--- config.mk ---
export PLATFORM = sky130hd
export DESIGN_NAME = tile_check
export DESIGN_NICKNAME = d
export VERILOG_FILES = /design/src/rtl/tile_check.sv
export SDC_FILE = /design/constraint.sdc
export NUM_CORES = 1
export LEC_CHECK = 0
export CORE_ASPECT_RATIO = 0.6
export CORE_MARGIN = 2
export CORE_UTILIZATION = 52
export CTS_CLUSTER_SIZE = 20
export DETAILED_ROUTE_END_ITERATION = 7
export PLACE_DENSITY_LB_ADDON = 0.25
export SETUP_SLACK_MARGIN = 0.5
export SYNTH_ARGS = -nofsm -noshare
export SYNTH_HDL_FRONTEND = slang
export SYNTH_SLANG_ARGS = --single-unit
--- constraint.sdc ---
create_clock -name clk -period 2.9 [get_ports clk]
set_input_delay 0.29 -clock clk [delete_from_list [all_inputs] [get_ports clk]]
set_output_delay 0.29 -clock clk [all_outputs]
set_load 0.005 [all_outputs]
--- src/rtl/tile_check.sv ---
// Trax legal-move checker: scans the six tile placements against the latched neighbour edges.
// Optional TILE_CHECK_FIRST_MOVE_EN: an all-empty neighbourhood makes every placement legal.
module tile_check #(
  parameter int unsigned NUM_TILES = 6
) (
  output logic [NUM_TILES-1:0] tile_type,
  output logic                 endsignal,
  input  logic                 start_signal,
  input  logic [2:0]           up_tile,
  input  logic [2:0]           down_tile,
  input  logic [2:0]           right_tile,
  input  logic [2:0]           left_tile,
  input  logic                 clk,
  input  logic                 rst
);

  typedef enum logic [1:0] {IDLE, SCAN, DONE} state_t;

  state_t                 state_q, state_d;
  logic [2:0]             index_q;
  logic [2:0]             up_q, down_q, right_q, left_q;
  logic [NUM_TILES-1:0]   mask_q;
  logic                   end_q;

  // Edge colours packed as {up, down, left, right}, 1 = red.
  function automatic logic [3:0] tile_edges(input logic [2:0] code);
    case (code)
      3'd1:    tile_edges = 4'b1100;
      3'd2:    tile_edges = 4'b0011;
      3'd3:    tile_edges = 4'b1010;
      3'd4:    tile_edges = 4'b1001;
      3'd5:    tile_edges = 4'b0101;
      3'd6:    tile_edges = 4'b0110;
      default: tile_edges = 4'b0000;
    endcase
  endfunction

  logic [3:0] cand_e, up_e, down_e, left_e, right_e;
  logic       any_occupied, any_invalid, edges_ok, cand_legal;

  always_comb begin
    cand_e  = tile_edges(index_q);
    up_e    = tile_edges(up_q);
    down_e  = tile_edges(down_q);
    left_e  = tile_edges(left_q);
    right_e = tile_edges(right_q);

    any_occupied = (up_q != 3'd0) || (down_q != 3'd0) || (left_q != 3'd0) || (right_q != 3'd0);
    any_invalid  = (up_q == 3'd7) || (down_q == 3'd7) || (left_q == 3'd7) || (right_q == 3'd7);

    // Each candidate edge faces the opposite edge of the neighbour on that side.
    edges_ok = ((up_q    == 3'd0) || (cand_e[3] == up_e[2]))    &&
               ((down_q  == 3'd0) || (cand_e[2] == down_e[3]))  &&
               ((left_q  == 3'd0) || (cand_e[1] == left_e[0]))  &&
               ((right_q == 3'd0) || (cand_e[0] == right_e[1]));

`ifdef TILE_CHECK_FIRST_MOVE_EN
    cand_legal = !any_occupied || (!any_invalid && edges_ok);
`else
    cand_legal = any_occupied && !any_invalid && edges_ok;
`endif
  end

  always_comb begin
    state_d = state_q;
    case (state_q)
      IDLE:    if (start_signal) state_d = SCAN;
      SCAN:    if (index_q == 3'(NUM_TILES)) state_d = DONE;
      DONE:    state_d = IDLE;
      default: state_d = IDLE;
    endcase
  end

  always_ff @(posedge clk or posedge rst) begin
    if (rst) begin
      state_q <= IDLE;
      index_q <= 3'd1;
      up_q    <= '0;
      down_q  <= '0;
      right_q <= '0;
      left_q  <= '0;
      mask_q  <= '0;
      end_q   <= 1'b0;
    end else begin
      state_q <= state_d;
      // Registered strobe: rises one edge after the last candidate is written.
      end_q   <= (state_q == DONE);
      case (state_q)
        IDLE: begin
          if (start_signal) begin
            up_q    <= up_tile;
            down_q  <= down_tile;
            right_q <= right_tile;
            left_q  <= left_tile;
            mask_q  <= '0;
            index_q <= 3'd1;
          end
        end
        SCAN: begin
          mask_q[index_q - 3'd1] <= cand_legal;
          index_q                <= index_q + 3'd1;
        end
        DONE:    index_q <= 3'd1;
        default: index_q <= 3'd1;
      endcase
    end
  end

  assign tile_type = mask_q;
  assign endsignal = end_q;

endmodule

After elaboration in Yosys (flattened, before gate mapping)
Index checks and enable logic that the tools add are counted.

cells by class
  equal/unequal tests = 42
  magnitude comparators = 2
  add/subtract/negate cells = 2
  reduce and logical (&&, ||, !) cells = 30
  multiplexer cells = 15

operator list
  kind                                                                   count
  3-bit equality test, second input constant                             19
  4-bit one-hot mux with 6 select lines                                  2
  3-bit by 2-bit equality test with 1-bit output, second input constant  10
  3-bit one-hot mux with 6 select lines                                  1
  3-bit by 1-bit equality test with 1-bit output, second input constant  5
  3-bit logical NOT                                                      4
  2-bit one-hot mux with 6 select lines                                  1
  6-bit one-hot mux with 2 select lines                                  1
  3-bit nonzero test                                                     4
  1-bit logical OR                                                       10
  6-bit bitwise mux                                                      1
  1-bit logical AND                                                      6
  6-bit two-way mux                                                      1
  1-bit one-hot mux with 6 select lines                                  1
  3-bit one-hot mux with 2 select lines                                  1
  2-bit AND reduction                                                    3
  1-bit equality test                                                    4
  3-bit by 4-bit < comparator with 1-bit output, second input constant   1
  2-bit two-way mux                                                      2
  2-bit != test, second input constant                                   2
  2-bit one-hot mux with 2 select lines                                  1
  3-bit by 1-bit adder with 3-bit output, second input constant          1
  1-bit demux with 3-bit select                                          1
  3-bit by 1-bit >= comparator with 1-bit output, second input constant  1
  8 further kinds                                                        8

word-level totals
  bits in registers = 24
  output and inout bits = 7
  bits of input ports = 15

Depth between registers and ports, before layout
Gate-level depths: netlist (run 1).

  depth after elaboration = 10
  depth in mapped cells = 8

Least setup slack after synthesis (run 1)
OpenSTA, ideal clock, no wires.

  kind = register to register
  start point = reg index_q[0]
  end point = reg mask_q[1], in the netlist tile_type[1]
  setup time = 110 ps
  required time = 2790 ps
  data arrival time = 2104 ps
  path buffers = 1
  stages on the path, launching flop included = 8
  path slack = 686 ps
  path through = dfstp_2 > ha_1 > nor2_1 > o21ai_1 > mux2_1 > or4_1 > buf_2 > o41ai_1

on the way
  cells in the longest elaborated chain, start to end = 10
  elaborated cells on any way between the ends = 27
  classes of those cells = 1 x add/sub; 2 x order compare; 10 x eq/ne; 5 x mux; 9 x reduce/logical

RTL lines
  item                                                                                   line  source
  start: declaration                                                                     20    logic [2:0] index_q;
  start signal: assignment                                                               101   index_q <= index_q + 3'd1;
  branches (longest 8 deep; another with 3-bit by 4-bit < comparator with 1-bit output)  n/a
  6-bit bitwise mux (*)                                                                  100   mask_q[index_q - 3'd1] <= cand_legal;
  6-bit one-hot mux with 2 select lines (*)                                              88    case (state_q)
  end signal: indexed assignment                                                         100
  end: declaration                                                                       22    logic [NUM_TILES-1:0] mask_q;

Mark *: on every way between the ends.
A chain may end at the register's enable or synchronous reset.

Worst setup path in the final report (run 1)
  start point = reg index_q[0]
  end point = reg mask_q[0], in the netlist tile_type[0]

Same word-level chain as after synthesis.

==> results of run 1 <==
-- cells in the final DEF, fill, tap and decap left out, types with 4 or more instances in the layout --
cell type and count:
dfrtp_1 23, nand2_1 46, nor2b_1 8, o41ai_2 4
nor2_1 14, clkbuf_8 4, nand3_1 14, a21oi_1 4
clkdlybuf4s50_1 21
-- layout make-up --
cell class                 instances  area share, %
clock buffer                       4          3.262
tap                               32          2.372
sequential                        24          35.66
timing repair buffer              21          12.45
multi-input combinational        128          45.59
inverter                           3         0.6672
-- logic make-up (layout without fill, tap and decap cells) --
kind of cell,Yosys count,count (layout)
AO/OA/AOI/OAI,21,21
XOR/XNOR,3,3
adder cells (fa/ha/maj),5,5
flip-flops,24,24
multiplexers,3,3
buffers and inverters,9,28
AND/OR/NAND/NOR,96,96
-- through the flow --
stage / hold slack [ns] / area, µm²
final: 0.5128 / 1688
after detailed placement: 0.4943 / 1583
after floorplan: 0.3039 / 1364
after global routing: 0.5518 / 1688
after CTS: 0.5185 / 1642
after global placement: 0.4796 / 1583
-- cells in the mapped netlist, types with 2 or more instances --
master    instances
nand2_1          46
dfrtp_1          23
nand3_1          14
nor2_1           14
nor2b_1           8
ha_1              5
o41ai_1           5
a21oi_1           4
clkbuf_1          4
inv_1             3
nand4_1           3
mux2i_1           2
nor3b_1           2
nor4_1            2
o21bai_1          2
xor2_1            2
-- power groups by stage --
| stage | clock network (mW) | logic [mW] | registers, mW |
|---|---|---|---|
| CTS | 0.234 | 0.969 | 0.686 |
| global placement | 0 | 0.903 | 0.677 |
| finish | 0.232 | 1.05 | 0.696 |
| detailed placement | 0 | 0.937 | 0.695 |
| global route | 0.245 | 1.17 | 0.720 |
| floorplan | 0 | 0.760 | 0.613 |
-- per-layer routing --
layer,wire [µm],share of wire [%]
met5,0,0
met4,29,0.93
met3,170,5.5
met2,1371,44
met1,1535,49
-- worst max-delay path, delay by kind of cell, from the launching register on --
family | cells | cell delay [ns]
AO/OA/AOI/OAI | 2 | 0.38
adder cells (fa/ha/maj) | 1 | 0.23
buffers and inverters | 1 | 0.10
flip-flops | 1 | 0.59
multiplexers | 1 | 0.34
AND/OR/NAND/NOR | 2 | 0.57
-- path summary, 6_finish.rpt --
check,endpoint,slack (ns),cells past startpoint
worst max-delay path,tile_type[0],0.56,7
worst min-delay path,tile_type[0],0.51,2
worst max register to register,tile_type[0],0.56,7
worst min register to register,tile_type[2],0.52,2
max in group asynchronous,up_q[0],1.82,2
min in group clk,tile_type[2],0.52,2
-- state kept, by name, indices dropped and copies added (netlist names) --
name,cells
down_q,3
endsignal,1
index_q,3
left_q,3
right_q,3
state_q,2
tile_type,6
up_q,3
-- timing repair --
action                                  CTS  global route
endpoints found under the setup margin    5             6
buffers inserted                          0             0
gates resized for setup                   1             9
==> impl_metrics.py, run 1 <==
metrics = {
    "outcome": {
        "status": "finished, final reports clean",
    },
    "setup_path": {
        "cpPeakStageDelay_ns": 0.59,
        "crit_fanout": 6,
        "cp.required_ns": 3.06,
        "path_cells": "inv_1 -> ha_1 -> nand2_1 -> o21ai_2 -> mux2_1 -> or4_4 -> o41ai_1",
        "startpoint": "index_q[0]",
        "setup.worst_path.end_class": "register",
        "cp.arrival_ns": 2.49,
        "cp-start-kind": "register",
        "slowest_stage": "dfstp_2",
        "crit_type": "register to register",
        "r2r_start": "index_q[0]",
    },
    "die": {
        "rows": 14,
        "boundaryPins": 22,
        "dieArea_um2": 3062,
        "core-area_um2": 2505,
        "initial_utilization_pct": 54.45,
        "die_h_um": 43.67,
        "die_w_um": 70.12,
    },
    "cts": {
        "cts_buffer_depth": 2,
        "cts_tree": "yes",
        "cts.htree.levels": 1,
        "cts_buffers": 3,
        "clockRootBuffer": "clkbuf_8",
        "clk_latency_ns": 0.27,
        "postCtsHoldBufs": 0,
        "path_clk_slew_ns": 0.09,
        "clock-sinks": 24,
    },
    "synthesis": {
        "synth_edf_count": 0,
        "synthAdderAreaFrac_pct": 4.587,
        "synth_simple_gate_area_share_pct": 32.02,
        "yosysUniqueCellTypes": 38,
        "synth_top_family_by_area": "simple AND/OR/NAND/NOR gates",
        "synth_top_area_share_pct": 42.20,
        "synth_xor_area_share_pct": 1.927,
        "ys_seq_area_share_pct": 44.13,
        "synth_cells": 161,
        "synth_area_per_cell_um2": 8.471,
        "yosysTopAreaCell": "dfrtp_1",
        "synth_warnings": 0,
        "synth-compound-area-share_pct": 11.93,
        "synth_nets": 181,
        "synth_ff_type": "dfrtp_1",
        "async_flop_share_pct": 100.0,
        "synth_area_um2": 1364,
        "synth.area.mux_share_pct": 2.294,
        "ys_ff_latch": 24,
        "synth_area_leaders": "dfrtp_1, nand2_1, nand3_1, ha_1, nor2_1",
    },
    "detailed_routing": {
        "wl_per_cell_um": 14.65,
        "drt_iter0_drc": 73,
        "drc": 0,
        "routed_via_density": 5.613,
        "ant_nets": 0,
        "wl_mm": 3.106,
        "firstDrtPassIters": 4,
        "dr_total_vias": 1190,
    },
    "global_routing": {
        "track_usage_pct": 21.59,
        "grt_pass1_wl_mm": 5.106,
        "use_met2_pct": 33.33,
        "gr-usage-met3_pct": 5.814,
        "top_usage_layer": "met2",
        "first_global_vias": 1097,
        "grt_max_degree": 25,
        "met1_usage_pct": 30.87,
        "grt_overflow": 0,
        "antenna_found_initial": 0,
    },
    "finish": {
        "fin_cells": 212,
        "multi_input_area_um2": 769.5,
        "n_antenna_cell": 0,
        "regArea_um2": 601.8,
        "drive_above_1_share_pct": 10.56,
        "post-route-util_pct": 67.38,
        "filler_cell_count": 190,
        "layout.nets": 201,
        "areaGrowthSynthToFinish_pct": 23.76,
    },
    "placement": {
        "hpwl_mm": 2.252,
        "pre_cts_ws_ns": 0.4977,
        "port_buffers": 21,
        "placedCellCount": 208,
        "gp_congestion": 0.9010,
    },
    "power_and_ir_drop": {
        "seq_power_share_pct": 35.2,
        "comb_power_share_pct": 53.1,
        "leakage_nw": 0.7738,
        "p_int_mw": 1.073,
        "switchingPower_mw": 0.9073,
        "clkPwrFrac_pct": 11.7,
        "vdd_ir_drop_max_v": 0.0006016,
        "report.power.total_mw": 1.980,
        "powerDensity_nw_per_um2": 1173,
        "netSwitchingFraction_pct": 45.82,
    },
    "timing": {
        "max_slew_margin_pct": 38.82,
        "drv_slew": 0,
        "fin_worst_skew_ns": 0.004981,
        "final_hold_viol_count": 0,
        "setup_viol": 0,
        "fin_setup_tns_ns": 0,
        "period_share_pct": 80.65,
        "fin_ws_ns": 0.5613,
        "min_period_ns": 2.339,
        "worst_pin_slew_ns": 0.9167,
        "rsz0062_at_grt": "yes",
        "fmax_ghz": 0.4276,
    },
    "worst_hold_path": {
        "hold_class": "input pin to async pin",
    },
    "flow_run": {
        "maxCapViolCount": 0,
    },
}
Note: power is estimated with default switching activity, not from simulation.
==> run 2: changes to the inputs <==
--- a/config.mk
+++ b/config.mk
@@ -7,7 +7,7 @@
 export LEC_CHECK = 0
 export CORE_ASPECT_RATIO = 0.6
 export CORE_MARGIN = 2
-export CORE_UTILIZATION = 52
+export CORE_UTILIZATION = 47
 export CTS_CLUSTER_SIZE = 20
 export DETAILED_ROUTE_END_ITERATION = 7
 export PLACE_DENSITY_LB_ADDON = 0.25
==> constraint.sdc (replaced) <==
create_clock -name clk -period 1.9 [get_ports clk]
set_input_delay 0.19 -clock clk [delete_from_list [all_inputs] [get_ports clk]]
set_output_delay 0.19 -clock clk [all_outputs]
set_load 0.005 [all_outputs]
==> run 2 against run 1 <==
  * The run now ends with negative setup slack left
  * Core utilization up 0.53 points
  * Worst hold slack worse by 0.25 ns
  * First-iteration DRC count rose by 45%
  * Critical path depth unchanged
==> impl_metrics.py, run 2 (synthesized netlist as in run 1, its figures left out) <==
metrics = {
    "outcome": {
        "status": "finished, violations left",
        "violations": "negative setup slack",
    },
    "setup_path": {
        "crit_buf_inv": 1,
        "startpoint": "index_q[0]",
        "setup.worst_path.end_class": "register",
        "path_cells": "inv_2 -> ha_4 -> nand2_2 -> o21ai_2 -> mux2_4 -> or4_4 -> o31ai_1",
        "crit_fanout": 6,
        "slowest_stage": "dfstp_2",
        "cpPeakStageDelay_ns": 0.62,
        "r2r_start": "index_q[0]",
        "crit_family": "simple AND/OR/NAND/NOR gates",
        "crit_type": "register to register",
        "cp-start-kind": "register",
        "cp.arrival_ns": 2.38,
        "cp.required_ns": 2.08,
    },
    "placement": {
        "port_buffers": 21,
        "pre_cts_ws_ns": -0.4275,
        "hpwl_mm": 2.503,
        "gp_congestion": 0.8710,
    },
    "detailed_routing": {
        "wl_mm": 3.321,
        "firstDrtPassIters": 4,
        "ant_nets": 0,
        "drc": 0,
        "wl_per_cell_um": 14.50,
        "drt_iter0_drc": 106,
        "dr_total_vias": 1269,
        "routed_via_density": 5.541,
    },
    "timing": {
        "min_period_ns": 2.198,
        "max_slew_margin_pct": 76.95,
        "setup_viol": 6,
        "fmax_ghz": 0.4550,
        "fin_ws_ns": -0.2978,
        "period_share_pct": 115.7,
        "drv_slew": 0,
        "fin_worst_skew_ns": 0.01162,
        "holdWs_ns": 0.2617,
        "worst_pin_slew_ns": 0.3445,
        "fin_setup_tns_ns": -1.687,
        "final_hold_viol_count": 0,
        "rsz0062_at_grt": "yes",
    },
    "finish": {
        "n_antenna_cell": 0,
        "areaGrowthSynthToFinish_pct": 40.18,
        "drive_above_1_share_pct": 22.56,
        "largest_reg_flops": 6,
        "layout_commonest_cell": "nand2_1",
        "post-route-util_pct": 67.91,
        "layout_common_cells": "nand2_1, dfrtp_1, clkdlybuf4s50_1",
        "layout.nets": 216,
    },
    "global_routing": {
        "track_usage_pct": 21.71,
        "grt_overflow": 0,
        "grt_max_degree": 25,
        "antenna_found_initial": 0,
        "grt_pass1_wl_mm": 5.492,
        "first_global_vias": 1195,
    },
    "die": {
        "die_h_um": 45.73,
        "dieArea_um2": 3363,
        "die_w_um": 73.54,
        "core-area_um2": 2815,
        "initial_utilization_pct": 48.44,
        "boundaryPins": 22,
        "rows": 15,
    },
    "power_and_ir_drop": {
        "leakage_nw": 0.8762,
        "powerDensity_nw_per_um2": 1878,
        "vdd_ir_drop_max_v": 0.0007781,
    },
    "cts": {
        "cts_tree": "yes",
        "clk_latency_ns": 0.27,
        "cts_buffer_depth": 2,
        "postCtsHoldBufs": 0,
        "cts_buffers": 3,
        "clockRootBuffer": "clkbuf_8",
        "cts.htree.levels": 1,
        "path_clk_slew_ns": 0.10,
        "clock-sinks": 24,
    },
    "flow_run": {
        "maxCapViolCount": 0,
    },
    "worst_hold_path": {
        "hold_class": "input pin to async pin",
    },
}
-- run 2: cell types whose count changed in the layout (fill, tap and decap cells not counted), sizes merged --
cell    previous run  this run
bufinv             0         1
clkbuf             4         3
buf                0        15
-- run 2: worst paths after layout --
path	cells after the start	slack (ns)	end
max reg2reg	7	-0.30	tile_type[2]
max	7	-0.30	tile_type[2]
max in group asynchronous	3	1.33	index_q[0]
min	3	0.26	tile_type[5]
min reg2reg	2	0.54	tile_type[3]
min in group clk	3	0.44	right_q[0]
-- run 2: worst min-delay path, cell delays in order --
cell,delay (ns)
clkdlybuf4s50_1,0.40
inv_1,0.05
buf_4,0.29
-- run 2: layout make-up --
class	count	area, µm²
inverters	3	11.26
multi-input cells	128	849.6
clock inverters	1	30.03
fillers	226	903.4
well taps	34	42.54
repair buffers	36	335.3
flip-flops and latches	24	601.8
clock buffers	3	41.29
-- run 2: layer usage --
layer  part of all wire, %  up-vias  GRT usage, %  routed length (µm)
met4                  0.24        0         2.545                   8
li1                      -      625             -                   -
met5                     0        -             0                   0
met2                    47       28         35.18                1549
met1                    49      614         30.54                1633
met3                   3.9        2         5.531                 129
-- run 2: stage by stage --
step	power, mW	std cells	instance area [µm²]
final	3.590	229	1912
after global routing	3.883	229	1912
after CTS	3.541	229	1894
after detailed placement	2.882	223	1762
after global placement	2.784	223	1762
after floorplan	2.288	161	1436
-- run 2: timing repair --
action                                  in CTS  in global routing
setup buffers                                2                  0
gates resized for setup                     10                  3
endpoints found under the setup margin      18                  7
pin swaps                                    6                  0
-- run 2: power by group --
part           switching [mW]  total [mW]  leakage, nW  internal [mW]
logic                    1.05        2.08        0.535           1.03
registers               0.314        1.06        0.305          0.744
clock network           0.172       0.454       0.0357          0.282
total                    1.53        3.59        0.876           2.06
